--- src/rtl/boot_loader_if.sv ---
// Image stream plus memory write port shared by the boot loader, its source and the CPU memories.
// The slave view is the loader; the master view is whatever feeds the image and observes writes.
interface boot_loader_if;
  logic        in_valid;
  logic [15:0] in_data;
  logic        in_ready;
  logic        mem_we;
  logic        mem_sel;
  logic [15:0] mem_addr;
  logic [15:0] mem_wdata;

  modport slave (
    input  in_valid, in_data,
    output in_ready, mem_we, mem_sel, mem_addr, mem_wdata
  );

  modport master (
    output in_valid, in_data,
    input  in_ready, mem_we, mem_sel, mem_addr, mem_wdata
  );
endinterface

--- src/rtl/boot_loader.sv ---
// Parses a sectioned, checksummed boot image into instruction/data memory writes and
// releases the CPU reset only after the whole image has been verified.
module boot_loader #(
  parameter int TIMEOUT = 1024
) (
  input  logic          clk,
  input  logic          rst,
  boot_loader_if.slave  bus,
  output logic          cpu_rst_n,
  output logic          done,
  output logic          err,
  output logic [1:0]    err_code,
  output logic [15:0]   words_loaded
);

  typedef enum logic [2:0] {
    S_HDR, S_ADDR, S_DATA, S_CSUM, S_DONE, S_ERR
  } state_t;

  state_t      r_state;
  logic        r_sel;
  logic [14:0] r_count;
  logic [15:0] r_addr;
  logic [15:0] r_sum;
  logic [31:0] r_tmo;
  logic        r_mem_we;
  logic        r_mem_sel;
  logic [15:0] r_mem_addr;
  logic [15:0] r_mem_wdata;
  logic        r_cpu_rst_n;
  logic        r_done;
  logic        r_err;
  logic [1:0]  r_err_code;
  logic [15:0] r_words;

  logic        w_active;
  logic        w_timed;
  logic        w_xfer;
  logic        w_tmo_hit;
  logic [15:0] w_sum_next;
  logic [16:0] w_range_end;

  assign w_active    = (r_state == S_HDR) || (r_state == S_ADDR) ||
                       (r_state == S_DATA) || (r_state == S_CSUM);
  assign w_timed     = (r_state == S_ADDR) || (r_state == S_DATA) || (r_state == S_CSUM);
  assign w_xfer      = bus.in_valid & w_active;
  assign w_sum_next  = r_sum + bus.in_data;
  assign w_range_end = {1'b0, bus.in_data} + {2'b00, r_count};
  // The idle cycle that would bring the count up to TIMEOUT is the one that faults.
  assign w_tmo_hit   = (TIMEOUT != 0) && w_timed && !w_xfer && (r_tmo == 32'(TIMEOUT - 1));

  always_ff @(posedge clk) begin
    if (rst) begin
      r_state     <= S_HDR;
      r_sel       <= 1'b0;
      r_count     <= '0;
      r_addr      <= '0;
      r_sum       <= '0;
      r_tmo       <= '0;
      r_mem_we    <= 1'b0;
      r_mem_sel   <= 1'b0;
      r_mem_addr  <= '0;
      r_mem_wdata <= '0;
      r_cpu_rst_n <= 1'b0;
      r_done      <= 1'b0;
      r_err       <= 1'b0;
      r_err_code  <= 2'b00;
      r_words     <= '0;
    end else begin
      r_mem_we <= 1'b0;
      if (w_timed && !w_xfer) r_tmo <= r_tmo + 32'd1;
      else                    r_tmo <= '0;

      if (w_tmo_hit) begin
        r_state    <= S_ERR;
        r_err      <= 1'b1;
        r_err_code <= 2'b11;
      end else if (w_xfer) begin
        case (r_state)
          S_HDR: begin
            if (bus.in_data == 16'h0000) begin
              r_state <= S_CSUM;
            end else if (bus.in_data == 16'h8000) begin
              r_state    <= S_ERR;
              r_err      <= 1'b1;
              r_err_code <= 2'b10;
            end else begin
              r_sel   <= bus.in_data[15];
              r_count <= bus.in_data[14:0];
              r_state <= S_ADDR;
            end
          end
          S_ADDR: begin
            // A section may end exactly at the top of the 64K address space but not past it.
            if (w_range_end > 17'h10000) begin
              r_state    <= S_ERR;
              r_err      <= 1'b1;
              r_err_code <= 2'b10;
            end else begin
              r_addr  <= bus.in_data;
              r_state <= S_DATA;
            end
          end
          S_DATA: begin
            r_mem_we    <= 1'b1;
            r_mem_sel   <= r_sel;
            r_mem_addr  <= r_addr;
            r_mem_wdata <= bus.in_data;
            r_addr      <= r_addr + 16'd1;
            r_sum       <= w_sum_next;
            r_count     <= r_count - 15'd1;
            if (r_words != 16'hFFFF) r_words <= r_words + 16'd1;
            if (r_count == 15'd1) r_state <= S_HDR;
          end
          S_CSUM: begin
            if (w_sum_next == 16'h0000) begin
              r_state     <= S_DONE;
              r_done      <= 1'b1;
              r_cpu_rst_n <= 1'b1;
            end else begin
              r_state    <= S_ERR;
              r_err      <= 1'b1;
              r_err_code <= 2'b01;
            end
          end
          default: r_state <= r_state;
        endcase
      end
    end
  end

  assign bus.in_ready  = w_active;
  assign bus.mem_we    = r_mem_we;
  assign bus.mem_sel   = r_mem_sel;
  assign bus.mem_addr  = r_mem_addr;
  assign bus.mem_wdata = r_mem_wdata;
  assign cpu_rst_n     = r_cpu_rst_n;
  assign done          = r_done;
  assign err           = r_err;
  assign err_code      = r_err_code;
  assign words_loaded  = r_words;

endmodule

--- src/flat_wrapper.sv ---
// flat-port wrapper written by rule: the top's interface ports become plain ports
module boot_loader_flat 
#(
  parameter int TIMEOUT = 1024
)
  (clk, rst, cpu_rst_n, done, err, err_code, words_loaded, bus_in_valid, bus_in_data, bus_in_ready, bus_mem_we, bus_mem_sel, bus_mem_addr, bus_mem_wdata);
  boot_loader_if bus_i ();
  input  logic clk;
  input  logic rst;
  output logic cpu_rst_n;
  output logic done;
  output logic err;
  output logic [1:0] err_code;
  output logic [15:0] words_loaded;
  input wire logic [$bits(bus_i.in_valid)-1:0] bus_in_valid;
  input wire logic [$bits(bus_i.in_data)-1:0] bus_in_data;
  output wire logic [$bits(bus_i.in_ready)-1:0] bus_in_ready;
  output wire logic [$bits(bus_i.mem_we)-1:0] bus_mem_we;
  output wire logic [$bits(bus_i.mem_sel)-1:0] bus_mem_sel;
  output wire logic [$bits(bus_i.mem_addr)-1:0] bus_mem_addr;
  output wire logic [$bits(bus_i.mem_wdata)-1:0] bus_mem_wdata;
  assign bus_i.in_valid = bus_in_valid;
  assign bus_i.in_data = bus_in_data;
  assign bus_in_ready = bus_i.in_ready;
  assign bus_mem_we = bus_i.mem_we;
  assign bus_mem_sel = bus_i.mem_sel;
  assign bus_mem_addr = bus_i.mem_addr;
  assign bus_mem_wdata = bus_i.mem_wdata;
  boot_loader #(.TIMEOUT(TIMEOUT)) u_core (.clk(clk), .rst(rst), .bus(bus_i), .cpu_rst_n(cpu_rst_n), .done(done), .err(err), .err_code(err_code), .words_loaded(words_loaded));
endmodule
--- config.mk ---
export PLATFORM = sky130hd
export DESIGN_NAME = boot_loader_flat
export DESIGN_NICKNAME = d
export VERILOG_FILES = /design/src/rtl/boot_loader_if.sv /design/src/rtl/boot_loader.sv /design/src/flat_wrapper.sv
export SDC_FILE = /design/constraint.sdc
export NUM_CORES = 1
export LEC_CHECK = 0
export CELL_PAD_IN_SITES_DETAIL_PLACEMENT = 1
export CELL_PAD_IN_SITES_GLOBAL_PLACEMENT = 1
export CORE_ASPECT_RATIO = 1.1
export CORE_MARGIN = 1
export CORE_UTILIZATION = 46
export DETAILED_ROUTE_END_ITERATION = 7
export PLACE_DENSITY_LB_ADDON = 0.15
export SLEW_MARGIN = 0
export SYNTH_ARGS = -nofsm -noshare
export SYNTH_HDL_FRONTEND = slang
export SYNTH_SLANG_ARGS = --single-unit
--- constraint.sdc ---
create_clock -name clk -period 6.33 [get_ports clk]
set_input_delay 0.9495 -clock clk [delete_from_list [all_inputs] [get_ports clk]]
set_output_delay 0.9495 -clock clk [all_outputs]
set_load 0.02 [all_outputs]
==> flow_summary.ini <==
[status]
outcome = finished clean

[floorplanning]
initial_utilization = 0.4731
rows = 49
chipHeight_um = 138.3
die_w_um = 125.9
dieArea_sq_um = 17420
core_sq_um = 16430
io_pins = 75

[final_layout]
fin_util = 0.5606
syn_to_final_growth_pct = 18.49
n_fill_cell = 2054
n_antenna_cell = 0
instances_no_fill = 1271
drive_gt1_frac = 0.05998
regArea_sq_um = 2743
final_area_sq_um = 9211
multiInputGateArea_sq_um = 4785
fin_nets = 1110

[logic_synthesis]
synth_edf_count = 0
synthTopCellsByArea = dfxtp_1 35%, nand2_1 8.3%, a21oi_1 7.3%, ha_1 5.6%, nor2_1 4.8%
syn_area_sq_um = 7774
synthCells = 1004
synthArstFlopShare = 0
synth_top_cell_by_area = dfxtp_1
yosysMostFrequentCell = nand2_1
ys.flop_type = dfxtp_1
yosys_register_bits = 137
synthDistinctLibCells = 74
ys_seq_area_frac = 0.3528
yosysWarnings = 0
syn_nets = 1060
synth_area_per_cell_sq_um = 7.743
synth_top_area_share = 0.3528
synth_commonest_cells = 171 x nand2_1, 137 x dfxtp_1, 114 x a21oi_1

[flow_run]
maxCapViolations = 0

[power]
power_density_nw_per_um2 = 263.4
pwr-share-seq = 0.393
leakage_nw = 3.283
ir_drop_mv = 0.1974
power_frac_clock = 0.403
p_total_mw = 2.426
p_sw_frac = 0.3163
switchingPower_uw = 767.6
p_int_mw = 1.659
combinationalPowerShare = 0.204

[timing]
setup_violations = 0
finalCriticalPeriod_ps = 4710
hold_viol_final = 0
report.final.slew_viol_count = 0
fin_tns_setup_ps = 0
whs_ps = 455.6
max_slew_margin = 0.2958
rsz0062_at_grt = no
post-route-period-util = 0.7441
max_slew.worst_pin.slew_ps = 1054
setup_slack_ps = 1620
max_freq_ghz = 0.2123
finClkSkew_ps = 10.36

[detailed_routing]
drt_iter0_drc = 400
wl_per_cell_um = 19.03
ant_nets = 0
drc = 0
via_per_inst = 5.997
drt-total-wl_mm = 24.19
firstDrtPassIters = 5
vias = 7622

[worst_setup_path]
cp.arrival_ps = 5030
worstPathMaxFanout = 25
crit_path_top_delay_cell = o21ai_2
cpPeakStageDelay_ps = 810
worstPathCellList = clkdlybuf4s50_1, ha_1, fa_1, a211oi_1, o211ai_1, a21boi_1, mux2_2, o311ai_1, a211oi_2, o21ai_2, buf_4, a21oi_1, o32ai_1
path_class = in2reg
start_kind = primary input
required_ps = 6650
path_buf_inv = 2
cp-end-kind = flop
critical-path-top-delay-family = compound AO/OA/AOI/OAI gates

[grt]
grt_usage = 0.2851
grt_max_degree = 80
grt_pass1_vias = 7642
antenna_found_initial = 0
grt_pass1_wl_mm = 39.90
grt-ovfl-total = 0

[clock_tree]
hold_buffers = 0
cts.sinks = 137
cts_tree = done
cts_setup_buffers = 0
numCtsBuffers = 17
clk_latency_ps = 420
cts_resized = 0
cts_root_buf = clkbuf_16
cts_buffer_depth = 2
h-tree-depth = 4
clkTransAtPathRegs_ps = 60

[placement]
placed_area_sq_um = 8630
io_buffers = 74
gp_congestion = 0.8620
place_hpwl_mm = 16.88
place_ws_ps = 1327
place_inst = 1239

[hold_path]
min_path_type = reg2reg
[cell type report]
class	count	share of cell area
Timing Repair Buffer	81	0.08585
Sequential cell	137	0.2977
Clock buffer	20	0.05067
Tap cell	204	0.02771
Clock inverter	12	0.01250
Multi-Input combinational cell	802	0.5194
Inverter	15	0.006112
[tightest hold or removal path, cell delays in order, from the launching register on]
cell	delay, ps
dfxtp_1	310
nand2_1	50
a21oi_1	50
[power by group through the flow]
stage               combinational, mW  sequential (mW)  clock, mW
floorplan                       0.338            0.960          0
global placement                0.474            0.970          0
detailed placement              0.485            0.971          0
CTS                             0.490            0.952      0.990
global route                    0.545            0.959       1.02
finish                          0.494            0.953      0.979
[layout by cell type, fill, tap and decap left out, types with 13 or more instances in the layout]
| master | instances |
|---|---|
| a211oi_1 | 13 |
| a21oi_1 | 114 |
| and3_1 | 14 |
| clkbuf_16 | 17 |
| clkdlybuf4s50_1 | 73 |
| dfxtp_1 | 137 |
| ha_1 | 35 |
| inv_1 | 15 |
| nand2_1 | 170 |
| nand3_1 | 37 |
| nand4_1 | 19 |
| nor2_1 | 100 |
| nor3_1 | 22 |
| nor4_1 | 16 |
| o21ai_0 | 45 |
| xnor2_1 | 20 |
| xor2_1 | 34 |
[registers in the layout (all words and copies together) (netlist names)]
signal                flops
u_core.bus.mem_we         1
u_core.r_sel              1
u_core.done               1
u_core.bus.mem_sel        1
u_core.r_count           15
u_core.r_sum             16
u_core.err_code           2
u_core.bus.mem_wdata     16
u_core.err                1
u_core.r_tmo             32
u_core.r_addr            16
u_core.r_state            3
u_core.bus.mem_addr      16
u_core.words_loaded      16
[cell families after synthesis]
family                     count (synthesis)  share of synthesized area
AOI/OAI and AO/OA                        271                     0.2242
xor gates and xnor gates                  54                    0.06084
adders and majority gates                 37                    0.06148
buffers and inverters                     65                    0.03348
DFF                                      137                     0.3528
muxes                                      6                   0.008048
and+or+nand+nor                          434                     0.2591
[layer usage]
| metal | vias up | global-route usage | share of wire |
|---|---|---|---|
| li1 | 3705 | - | - |
| met3 | 42 | 0.04141 | 0.037 |
| met5 | - | 0 | 0 |
| met1 | 3710 | 0.3698 | 0.46 |
| met4 | 0 | 0.1034 | 0.025 |
| met2 | 165 | 0.4795 | 0.48 |
[worst paths after layout]
kind	startpoint	to	slack [ps]	depth (start not counted)
worst max-delay path	bus_in_data[0]	u_core.r_addr[5]$_SDFFE_PP0P_	1620	13
worst max register to register	u_core.r_count[0]$_SDFFE_PP0P_	u_core.r_addr[5]$_SDFFE_PP0P_	2530	12
worst min register to register	u_core.bus.mem_sel$_SDFFE_PP0P_	u_core.bus.mem_sel$_SDFFE_PP0P_	460	2
worst min-delay path	u_core.bus.mem_sel$_SDFFE_PP0P_	u_core.bus.mem_sel$_SDFFE_PP0P_	460	2
Power figures use the tool's default switching activity.
